[config.mk]
export PLATFORM = sky130hd
export DESIGN_NAME = fetch_stage
export DESIGN_NICKNAME = d
export VERILOG_FILES = /design/src/rtl/mips_pkg.sv /design/src/rtl/fetch_stage.sv
export SDC_FILE = /design/constraint.sdc
export NUM_CORES = 1
export LEC_CHECK = 0
export CAP_MARGIN = 30
export CORE_ASPECT_RATIO = 1.75
export CORE_MARGIN = 3
export CORE_UTILIZATION = 57
export DETAILED_ROUTE_END_ITERATION = 7
export DONT_BUFFER_PORTS = 1
export PLACE_DENSITY = 0.74
export SLEW_MARGIN = 20
export SYNTH_ARGS = -nofsm -noshare
export SYNTH_HDL_FRONTEND = slang
export SYNTH_SLANG_ARGS = --single-unit
[constraint.sdc]
create_clock -name clk -period 2 [get_ports clk]
set_input_delay 0.2 -clock clk [delete_from_list [all_inputs] [get_ports clk]]
set_output_delay 0.2 -clock clk [all_outputs]
set_load 0.1 [all_outputs]
[src/rtl/mips_pkg.sv]
// mips_pkg: constants and types shared by the MIPS pipeline stages.
//   NOP_INSTR     - bubble instruction word loaded into IF/ID
//   PC_STEP       - sequential PC increment (one 32-bit word)
//   fetch_state_t - fetch-stage state: normal fetch, or draining a
//                   redirected in-flight request
package mips_pkg;

    localparam logic [31:0] NOP_INSTR = 32'h0000_0000;
    localparam logic [31:0] PC_STEP   = 32'd4;

    typedef enum logic {
        FETCH = 1'b0,
        DRAIN = 1'b1
    } fetch_state_t;

endpackage

[src/rtl/fetch_stage.sv]
// fetch_stage: instruction-fetch stage of the 5-stage MIPS pipeline.
// Owns the PC, fetches words over a req/ready instruction-memory port and
// loads the IF/ID register (cmd, PCPlusFourD) feeding decode.
// Ports:
//   clk, reset         - clock, synchronous active-high reset
//   StallD             - hazard stall: hold PC and IF/ID
//   PCSrcD, PCBranchD  - taken branch from decode and its target
//   imem_req/addr      - fetch request and word-aligned byte address
//   imem_ready/rdata   - fetch completion and instruction word
//   cmd, PCPlusFourD   - IF/ID register outputs
//   PCF                - current fetch PC
//   FetchStall         - this cycle loads a bubble for lack of a word
module fetch_stage
    import mips_pkg::*;
#(
    parameter logic [31:0] RESET_PC = 32'h0000_0000
) (
    input  logic        clk,
    input  logic        reset,
    input  logic        StallD,
    input  logic        PCSrcD,
    input  logic [31:0] PCBranchD,
    output logic        imem_req,
    output logic [31:0] imem_addr,
    input  logic        imem_ready,
    input  logic [31:0] imem_rdata,
    output logic [31:0] cmd,
    output logic [31:0] PCPlusFourD,
    output logic [31:0] PCF,
    output logic        FetchStall
);

    fetch_state_t state, state_n;
    logic         buf_valid, buf_valid_n;
    logic [31:0]  buf_data, buf_data_n;
    logic [31:0]  drain_addr, drain_addr_n;
    logic [31:0]  pcf_n, cmd_n, pc4d_n;

    logic         fetch_done;
    logic         drain_done;
    logic         word_avail;
    logic [31:0]  pc_plus4;

    assign pc_plus4 = PCF + PC_STEP;

    // While a word sits in the buffer no new request is made; a drain keeps
    // requesting the abandoned address so the memory contract holds.
    always_comb begin
        imem_req  = 1'b0;
        imem_addr = PCF;
        if (state == FETCH) begin
            imem_req  = !reset && !buf_valid;
            imem_addr = PCF;
        end else begin
            imem_req  = !reset;
            imem_addr = drain_addr;
        end
    end

    assign fetch_done = (state == FETCH) && imem_req && imem_ready;
    assign drain_done = (state == DRAIN) && imem_req && imem_ready;
    assign word_avail = buf_valid || fetch_done;

    // Bubble for lack of a word; redirect bubbles are not counted here.
    assign FetchStall = !reset && !StallD && !PCSrcD && !word_avail;

    always_comb begin
        state_n      = state;
        buf_valid_n  = buf_valid;
        buf_data_n   = buf_data;
        drain_addr_n = drain_addr;
        pcf_n        = PCF;
        cmd_n        = cmd;
        pc4d_n       = PCPlusFourD;

        if (StallD) begin
            // Hold IF/ID and PC; park a word that arrives meanwhile.
            if (fetch_done) begin
                buf_valid_n = 1'b1;
                buf_data_n  = imem_rdata;
            end
            if (drain_done)
                state_n = FETCH;
        end else if (PCSrcD) begin
            cmd_n       = NOP_INSTR;
            pc4d_n      = 32'h0;
            pcf_n       = PCBranchD;
            buf_valid_n = 1'b0;
            if (state == FETCH && imem_req && !imem_ready) begin
                drain_addr_n = PCF;
                state_n      = DRAIN;
            end else if (drain_done) begin
                state_n = FETCH;
            end
        end else if (word_avail) begin
            cmd_n       = buf_valid ? buf_data : imem_rdata;
            pc4d_n      = pc_plus4;
            pcf_n       = pc_plus4;
            buf_valid_n = 1'b0;
        end else begin
            cmd_n  = NOP_INSTR;
            pc4d_n = 32'h0;
            if (drain_done)
                state_n = FETCH;
        end
    end

    always_ff @(posedge clk) begin
        if (reset) begin
            state       <= FETCH;
            buf_valid   <= 1'b0;
            buf_data    <= 32'h0;
            drain_addr  <= 32'h0;
            PCF         <= RESET_PC;
            cmd         <= NOP_INSTR;
            PCPlusFourD <= 32'h0;
        end else begin
            state       <= state_n;
            buf_valid   <= buf_valid_n;
            buf_data    <= buf_data_n;
            drain_addr  <= drain_addr_n;
            PCF         <= pcf_n;
            cmd         <= cmd_n;
            PCPlusFourD <= pc4d_n;
        end
    end

endmodule
==> results.md, run 1 <==
STA:
- The clock tree skew after final layout is 0.009507 ns.
- Setup violations remaining at the end of the flow were counted as 0.
- Based on the critical path, the design can be clocked at up to 0.5203 GHz.
- The worst path in the final design needs a cycle of 1.922 ns, including I/O delays and setup.
- The final period utilization is 96.10%.
- The final hold violation count came to 0.
- Measured against its own limit, the worst slew margin works out to 61.75%.
- The total count of max-transition violations in the final report is 0.
- Setup repair after global routing left no endpoint under its margin.
- The actual slew at the worst max-slew pin is 0.5715 ns.

Setup path:
- The endpoint class of the critical path is an output port.
- The worst register-to-register path begins at state.
- The slowest stage of the critical path belongs to the cell sky130_fd_sc_hd__mux2_2.
- The critical path is of the register to output port type.
- The delay contributed by the slowest stage of the critical path is 0.59 ns.
- Across all register-to-register paths, the minimum setup slack is 0.10 ns.
- Walking the worst path, the cells encountered are buf_4 -> mux2_2.
- The nature of the critical path startpoint is a register.
- The critical path data required time is 1.80 ns.
- The endpoint of the worst register-to-register path is PCF[26].
- The largest fanout of any net on the critical path is 9.
- The number of cells on the worst reg-to-reg path is 6.
- The arrival time at the worst endpoint is 1.72 ns.
- The launching element of the worst setup path is PCF[6].

Layout:
- In the final layout, the share of cells above drive strength 1 is 23.72%.
- The most common cell after layout, fill and taps aside is sky130_fd_sc_hd__nand2_1.
- Once layout is done, the placed cells without fillers occupy 9505 um^2.
- The area growth from synthesis to layout is 29.49%.
- The final-layout fill cell count is 903.
- The area used by multi-input combinational logic is 3809 um^2.
- The net count reported at finish is 1090.
- In the layout the commonest cells are 224 x sky130_fd_sc_hd__nand2_1, 133 x sky130_fd_sc_hd__dfxtp_1, 127 x sky130_fd_sc_hd__buf_4.
- Cells fill 75.64% of the core in the end.
- The area used by sequential logic in the layout is 3327 um^2.

Yosys:
- The synthesis-stage register bit count is 162.
- The count of mapped cells out of synthesis is 903.
- The net count after synthesis is 973.
- By area the synthesized netlist is led by sky130_fd_sc_hd__dfxtp_1 44%, sky130_fd_sc_hd__nand2_1 11%, sky130_fd_sc_hd__a21oi_1 6.1%.
- For this run, the number of Yosys warnings is 0.
- Yosys mapped a number of flops with a built-in enable equal to 0.
- The largest area contributor in the synthesized netlist is sky130_fd_sc_hd__dfxtp_1.
- The sequential fraction of the synthesis area is 44.18%.
- The area share of the largest cell type after synthesis is 44.18%.
- A synthesized cell averages 8.129 um^2.
- The leading register cell type out of synthesis is sky130_fd_sc_hd__dfxtp_1.
- After synthesis, the share of flip-flops with an asynchronous set or reset is 0%.
- The summed instance area of the synthesized netlist is 7341 um^2.
- The netlist uses 60 different library cells.

Global routing:
- The global-route usage over all layers is 32.52%.
- The overflow left after global routing is 0.
- The global-route wire length before repair is 37450 um.
- The number of global-route vias before repair is 7564.
- Entering global routing, the biggest net connects 90 pins.
- The initial antenna violation count came to 1.

Routing:
- Dividing the detail-routed wire length by the instance count gives 19.64 um.
- The via-per-instance ratio is 5.986.
- The remaining antenna violation count is 0.
- The routed layout has 7213 vias.
- The aggregate routed wire length is 23670 um.
- In this run, the number of DRC markers left after iteration 0 of detailed routing was 491.
- Before antenna repair, the detailed router went through 8 iterations.
- The number of remaining DRC errors is 2.

Placed design:
- After legalization and detailed placement, the total HPWL measured 15400 um.
- Once placement finished, the instance area stood at 8434 um^2.
- Routability-driven placement finished with a final weighted congestion of 0.9209.
- The number of port buffers is 0.

CTS:
- The later pin in the worst-skew pair is clocked with a latency of 0.41 ns.
- The clock passes through at most 2 buffers.
- CTS placed an instance of sky130_fd_sc_hd__clkbuf_16 at the clock tree root.
- The TritonCTS buffer count is 17.
- The clock input transition at the sequential cells of the worst setup and hold paths is 0.06 ns.
- The H-tree was split into 4 levels.
- Clock tree synthesis found a total of 162 sinks.
- TritonCTS built the clock tree.

Status:
- The checks that failed: design-rule violations.
- The flow ran to the end, but the final reports show violations.

Floorplan:
- The floorplan has 54 rows.
- The count of pins on the block boundary is 199.
- The area inside the core boundary is 12570 um^2.
- The initial core utilization is 58.41%.
- Measured along the y axis, the die boundary spans 156.1 um.
- The die boundary width is 91.79 um.
- The die covers 14330 um^2.

Min path:
- The end point of the worst hold path is cmd[6].
- The path type of the worst min-delay path is input pin to register.
- The startpoint of the most critical hold path is imem_rdata[6].
- The cell depth of the worst hold path is 2.

Pwr:
- Summed over all cells, the static leakage comes to 3.582 nW.
- IR analysis of the VDD net gives a maximum drop of 0.0006230 V.
- Power spread over the standard cell area amounts to 839.6 nW/um^2.

Run:
- The number of violations of the max-capacitance limit is 0.
## kinds of logic after synthesis
| group | after synthesis | share of synthesized area, % |
|---|---|---|
| AND/OR/NAND/NOR | 338 | 20.57 |
| XOR/XNOR | 27 | 3.221 |
| buffers and inverters | 86 | 4.841 |
| flip-flops | 162 | 44.18 |
| adder cells (fa/ha/maj) | 1 | 0.1704 |
| AO/OA/AOI/OAI | 223 | 17.51 |
| multiplexers | 66 | 9.511 |
## report_power, final
group / internal (mW) / total [mW] / switching (mW)
registers: 3.30 / 3.36 / 0.0599
clock network: 1.84 / 3.16 / 1.32
logic: 0.354 / 1.46 / 1.10
total: 5.49 / 7.98 / 2.49
## timing repair
action | 4_1_cts | 5_1_grt
hold buffers | 45 | 0
setup endpoints to repair | 0 | 6
endpoints found under the hold margin | 117 | 0
setup buffers | 0 | 1
resized for setup | 0 | 4
## routing by layer
layer	vias up	wire length [um]	track usage, %
li1	3353	-	-
met1	3450	8240	33.50
met2	322	12680	59.54
met3	88	1692	8.494
met4	0	1053	17.29
met5	-	0	0
## synth_stat cells, types with 2 or more instances
master and instances:
sky130_fd_sc_hd__buf_2 13, sky130_fd_sc_hd__a22oi_1 8, sky130_fd_sc_hd__nor2_1 41, sky130_fd_sc_hd__nor3_1 5, sky130_fd_sc_hd__xor2_1 15, sky130_fd_sc_hd__nand4_1 7, sky130_fd_sc_hd__o31ai_1 3, sky130_fd_sc_hd__nor3b_1 2
sky130_fd_sc_hd__nor4_4 2, sky130_fd_sc_hd__o41ai_1 2, sky130_fd_sc_hd__and3_1 10, sky130_fd_sc_hd__nand3_4 2, sky130_fd_sc_hd__or3_1 2, sky130_fd_sc_hd__nand2b_1 2, sky130_fd_sc_hd__xnor2_1 12, sky130_fd_sc_hd__clkbuf_1 57
sky130_fd_sc_hd__o311ai_0 2, sky130_fd_sc_hd__mux2i_1 36, sky130_fd_sc_hd__nand3_2 2, sky130_fd_sc_hd__buf_4 4, sky130_fd_sc_hd__a31oi_1 7, sky130_fd_sc_hd__a21o_1 5, sky130_fd_sc_hd__a22o_1 5, sky130_fd_sc_hd__o22ai_1 5
sky130_fd_sc_hd__and4_1 5, sky130_fd_sc_hd__nand2_1 224, sky130_fd_sc_hd__a32o_1 2, sky130_fd_sc_hd__buf_1 7, sky130_fd_sc_hd__dfxtp_1 162, sky130_fd_sc_hd__inv_1 4, sky130_fd_sc_hd__nor2b_1 4, sky130_fd_sc_hd__nor4_1 5
sky130_fd_sc_hd__mux2_2 30, sky130_fd_sc_hd__o21ai_0 78, sky130_fd_sc_hd__a21oi_1 89, sky130_fd_sc_hd__a211o_1 2, sky130_fd_sc_hd__nand3_1 19
## final cells by class
cell class / instances / area share (%)
multi-input cells: 655 / 40.07
flip-flops and latches: 162 / 35.00
repair buffers: 180 / 16.45
clock buffers: 23 / 5.041
well taps: 168 / 2.211
clock inverters: 9 / 0.9609
inverters: 4 / 0.1580
diodes: 4 / 0.1053
## per-stage QoR
| stage | setup TNS [ns] | hold slack, ns | cells | worst slack (ns) | power [mW] |
|---|---|---|---|---|---|
| finish | 0 | 0.01446 | 1205 | 0.07797 | 7.981 |
| CTS | 0 | 0.0006155 | 1200 | 0.06115 | 7.994 |
| detailed placement | 0 | 0.2783 | 1123 | 0.1218 | 4.751 |
| global route | 0 | 0.01576 | 1202 | 0.01251 | 8.222 |
| global placement | 0 | 0.2770 | 1123 | 0.1594 | 4.724 |
| floorplan | -0.06483 | 0.3360 | 903 | -0.02355 | 4.551 |
## sequential cells by signal, summed over array words and instances, names as in the netlist
register / cells
buf_valid: 1
drain_addr: 32
state: 1
buf_data: 32
PCPlusFourD: 32
PCF: 32
cmd: 32
## worst max-delay path by stage
| stage | end | slack [ns] | cells after the start |
|---|---|---|---|
| after floorplan | PCF[30] | -0.02 | 6 |
| after global placement | PCF[30] | 0.16 | 6 |
| after detailed placement | PCF[24] | 0.12 | 7 |
| after CTS | imem_addr[6] | 0.06 | 2 |
| after global routing | PCF[17] | 0.01 | 6 |
| final | imem_addr[6] | 0.08 | 2 |
## critical path, delay by kind of cell (launching register included)
| kind | cells | cell delay [ns] |
|---|---|---|
| muxes | 1 | 0.59 |
| DFF | 1 | 0.35 |
| buffers and inverters | 1 | 0.35 |
Power figures use the tool's default switching activity.
==> run 2, diff against run 1 <==
CAP_MARGIN = not set   (was 30)
PLACE_DENSITY = 0.76   (was 0.74)
==> run 2 against run 1 <==
Effect of this change:
- the flow now finishes without violations
- power up 0.49%
- setup slack worse by 0.028 ns
- clock skew up 0.0019 ns
- critical endpoint is now PCF[14]
- non-clock buffer count down 4
- global-route usage down 0.95 points
- highest routed layer unchanged
- sequential power about the same
- utilization up 0.22 points
==> results.md, run 2 (synthesized netlist as in run 1, its figures left out) <==
Status:
- Result of the run: completed (was finished, violations left).

CTS:
- The number of clock sinks is 162 (unchanged).
- The clock input transition at the sequential cells of the worst setup and hold paths came to 0.07 ns (was 0.06 ns).
- The TritonCTS clock tree is done (unchanged).
- The TritonCTS buffer count is 17 (unchanged).
- The maximum clock insertion buffer count is 2 (unchanged).
- The number of levels in the clock H-tree came to 4 (unchanged).
- The clock network latency to the later pin of the worst-skew pair was 0.43 ns (was 0.41 ns).
- The cell at the root of the clock tree is sky130_fd_sc_hd__clkbuf_16 (unchanged).

Placed design:
- The number of port buffers is 0 (unchanged).
- The worst setup slack before clock tree synthesis is 0.1063 ns (was 0.1218 ns).
- The half-perimeter wire length of the detailed placement result is 15090 um (was 15400 um).
- The number of cells in the design after placement is 1120 (was 1123).
- The weighted congestion reported at the end of routability-driven placement is 0.8562 (was 0.9209).

Global routing:
- The initial antenna violation count is 2 (was 1).
- The number of global-route vias before repair was 7123 (was 7564).
- The overflow left after global routing was 0 (unchanged).
- The global-route wire length before repair is 36300 um (was 37450 um).
- The global-route usage over all layers is 31.57% (was 32.52%).
- The pin count of the biggest net entering global routing came to 90 (unchanged).

Setup path:
- The worst-case reg-to-reg path depth is 8 (was 6).
- The cell occurring most often along the worst timing path is sky130_fd_sc_hd__buf_4.
- The type of the worst setup path is register to register (was register to output port).
- The endpoint class of the critical path is a register (was output port).
- The nature of the critical path startpoint is a register (unchanged).
- The cell class contributing the biggest share of worst-path delay is simple AND/OR/NAND/NOR gates (was multiplexers).
- The critical path data required time came to 2.34 ns (was 1.80 ns).
- The register-to-register path setup slack came to 0.05 ns (was 0.10 ns).
- The largest fanout of any net on the critical path is 9 (unchanged).
- The arrival time at the worst endpoint is 2.29 ns (was 1.72 ns).
- The buffering stage count on the worst path with inverters included is 2 (was 1).
- The worst-path cell with the longest stage delay was sky130_fd_sc_hd__dfxtp_4 (was sky130_fd_sc_hd__mux2_2).
- The endpoint of the worst register-to-register path is PCF[14] (was PCF[26]).
- The startpoint of the lowest-slack register-to-register path is PCF[2] (was state).
- The delay contributed by the slowest stage of the critical path came to 0.40 ns (was 0.59 ns).
- Cells traversed along the worst timing path: ha_2 -> nand3_2 -> buf_4 -> nor4_2 -> buf_4 -> a22o_1 -> a22oi_1 -> nor2_1 (was buf_4 -> mux2_2).

STA:
- The actual slew at the worst max-slew pin came to 0.5758 ns (was 0.5715 ns).
- The setup total negative slack came to 0 ns (unchanged).
- The clock tree skew after final layout is 0.01143 ns (was 0.009507 ns).
- The worst setup margin is 0.05001 ns (was 0.07797 ns).
- The final critical delay including setup and external delays was 1.950 ns (was 1.922 ns).
- The worst slack on hold paths came to 0.007216 ns (was 0.01446 ns).
- The total count of max-transition violations in the final report was 0 (unchanged).
- The final period utilization is 97.50% (was 96.10%).
- The final hold violation count was 0 (unchanged).
- The final number of setup-violating endpoints was 0 (unchanged).
- The maximum operating frequency is 0.5128 GHz (was 0.5203 GHz).
- The worst-case headroom to the max-slew limit is 61.61% (was 61.75%).

Min path:
- The startpoint of the most critical hold path is StallD (was imem_rdata[6]).
- The end point of the worst hold path was PCPlusFourD[8] (was cmd[6]).
- The path type of the worst min-delay path is input pin to register (unchanged).
- The cell depth of the worst hold path is 3 (was 2).

Routing:
- The via count of the routed design came to 7057 (was 7213).
- The remaining antenna violation count was 0 (unchanged).
- The detailed router's first-iteration violation count is 449 (was 491).
- The detail-routed net length per standard cell is 19.41 um (was 19.64 um).
- The first-pass iteration count of the detailed router came to 7 (was 8).
- The via-per-instance ratio came to 5.886 (was 5.986).
- The aggregate routed wire length is 23280 um (was 23670 um).
- The number of remaining DRC errors is 0 (was 2).

Layout:
- The fraction of final layout cells sized beyond drive strength 1 is 24.39% (was 23.72%).
- The final-layout fill cell count is 914 (was 903).
- The most common cell after layout, fill and taps aside is sky130_fd_sc_hd__nand2_1 (unchanged).
- The area growth from synthesis to layout came to 29.86% (was 29.49%).
- The share of the core filled with cells in the final layout is 75.86% (was 75.64%).
- The net count reported at finish is 1086 (was 1090).
- The final cell count without fillers is 1199 (was 1205).
- Most frequent cells in the layout: 224 x sky130_fd_sc_hd__nand2_1, 133 x sky130_fd_sc_hd__dfxtp_1, 124 x sky130_fd_sc_hd__buf_4 (was 224 x sky130_fd_sc_hd__nand2_1, 133 x sky130_fd_sc_hd__dfxtp_1, 127 x sky130_fd_sc_hd__buf_4).

Floorplan:
- The overall die height is 156.1 um (unchanged).
- The full die area is 14330 um^2 (unchanged).
- The initial core utilization is 58.41% (unchanged).
- The die boundary width is 91.79 um (unchanged).
- The count of pins on the block boundary is 199 (unchanged).
- The area inside the core boundary came to 12570 um^2 (unchanged).
- The count of standard-cell rows is 54 (unchanged).

Pwr:
- The total power divided by cell area is 841.3 nW/um^2 (was 839.6 nW/um^2).
- The worst-case vdd ir drop was 0.0007503 V (was 0.0006230 V).
- The leakage power figure was 3.590 nW (was 3.582 nW).

Run:
- The number of violations of the max-capacitance limit came to 0 (unchanged).
-- run 2: cell count changes in the layout (fill, tap and decap cells not counted), moves of 2 or more --
cell / before / now
sky130_fd_sc_hd__buf_12: 6 / 9
sky130_fd_sc_hd__buf_4: 127 / 124
sky130_fd_sc_hd__clkbuf_1: 4 / 0
sky130_fd_sc_hd__clkinv_4: 2 / 0
sky130_fd_sc_hd__clkinv_8: 0 / 2
sky130_fd_sc_hd__diode_2: 4 / 2
sky130_fd_sc_hd__dlygate4sd3_1: 44 / 41
sky130_fd_sc_hd__inv_4: 3 / 1
sky130_fd_sc_hd__inv_6: 2 / 5
sky130_fd_sc_hd__inv_8: 0 / 3
-- run 2: metal layers --
metal  vias up  GRT usage (%)  part of all wire, %
met4         0          14.17                  3.3
met5         -              0                    0
met3        56          8.639                  7.4
li1       3329              -                    -
met1      3366          32.48                   36
met2       306          58.84                   53
-- run 2: worst reg2reg max path: stages, from the launching register on --
cell and delay [ns]:
sky130_fd_sc_hd__dfxtp_4 0.40, sky130_fd_sc_hd__ha_2 0.24, sky130_fd_sc_hd__nand3_2 0.12, sky130_fd_sc_hd__buf_4 0.19
sky130_fd_sc_hd__nor4_2 0.38, sky130_fd_sc_hd__buf_4 0.19, sky130_fd_sc_hd__a22o_1 0.13, sky130_fd_sc_hd__a22oi_1 0.06
sky130_fd_sc_hd__nor2_1 0.15
-- run 2: cell type report --
type	count	area, um^2	area share (%)
inverter	4	15.01	0.1575
timing repair buffer	176	1560	16.37
antenna	2	5.005	0.05250
clock inverter	14	136.4	1.431
sequential	162	3327	34.90
clock buffer	18	450.4	4.725
tap	168	210.2	2.205
multi-input combinational	655	3829	40.16
-- run 2: worst max-delay path by stage --
stage	start	endpoint	slack, ns	cells after the start
floorplan	PCF[3]	PCF[30]	-0.02	6
global placement	state	PCF[26]	0.14	6
detailed placement	state	PCF[23]	0.11	5
CTS	state	imem_addr[2]	0.02	2
global route	PCF[2]	PCF[14]	-0.03	7
finish	PCF[2]	PCF[14]	0.05	8
-- run 2: power breakdown --
group / total (mW) / internal, mW / switching, mW / leakage (nW)
sequential: 3.36 / 3.30 / 0.0627 / 1.33
combinational: 1.45 / 0.353 / 1.10 / 1.97
clock: 3.21 / 1.73 / 1.48 / 0.285
-- run 2: timing repair --
item                                    CTS  global route
pin swaps                                 0             2
gates resized for setup                   2             9
endpoints found under the setup margin   30            34
gates cloned                              0             0
hold buffers                             42             0
setup buffers                             0             3
endpoints found under the hold margin   120             0
-- run 2: per-stage QoR --
stage / total power [mW] / area, um^2
2_1_floorplan: 4.551 / 7502
3_3_place_gp: 4.724 / 8437
3_5_place_dp: 4.749 / 8437
4_1_cts: 8.014 / 9469
5_1_grt: 8.249 / 9533
6_report: 8.020 / 9533
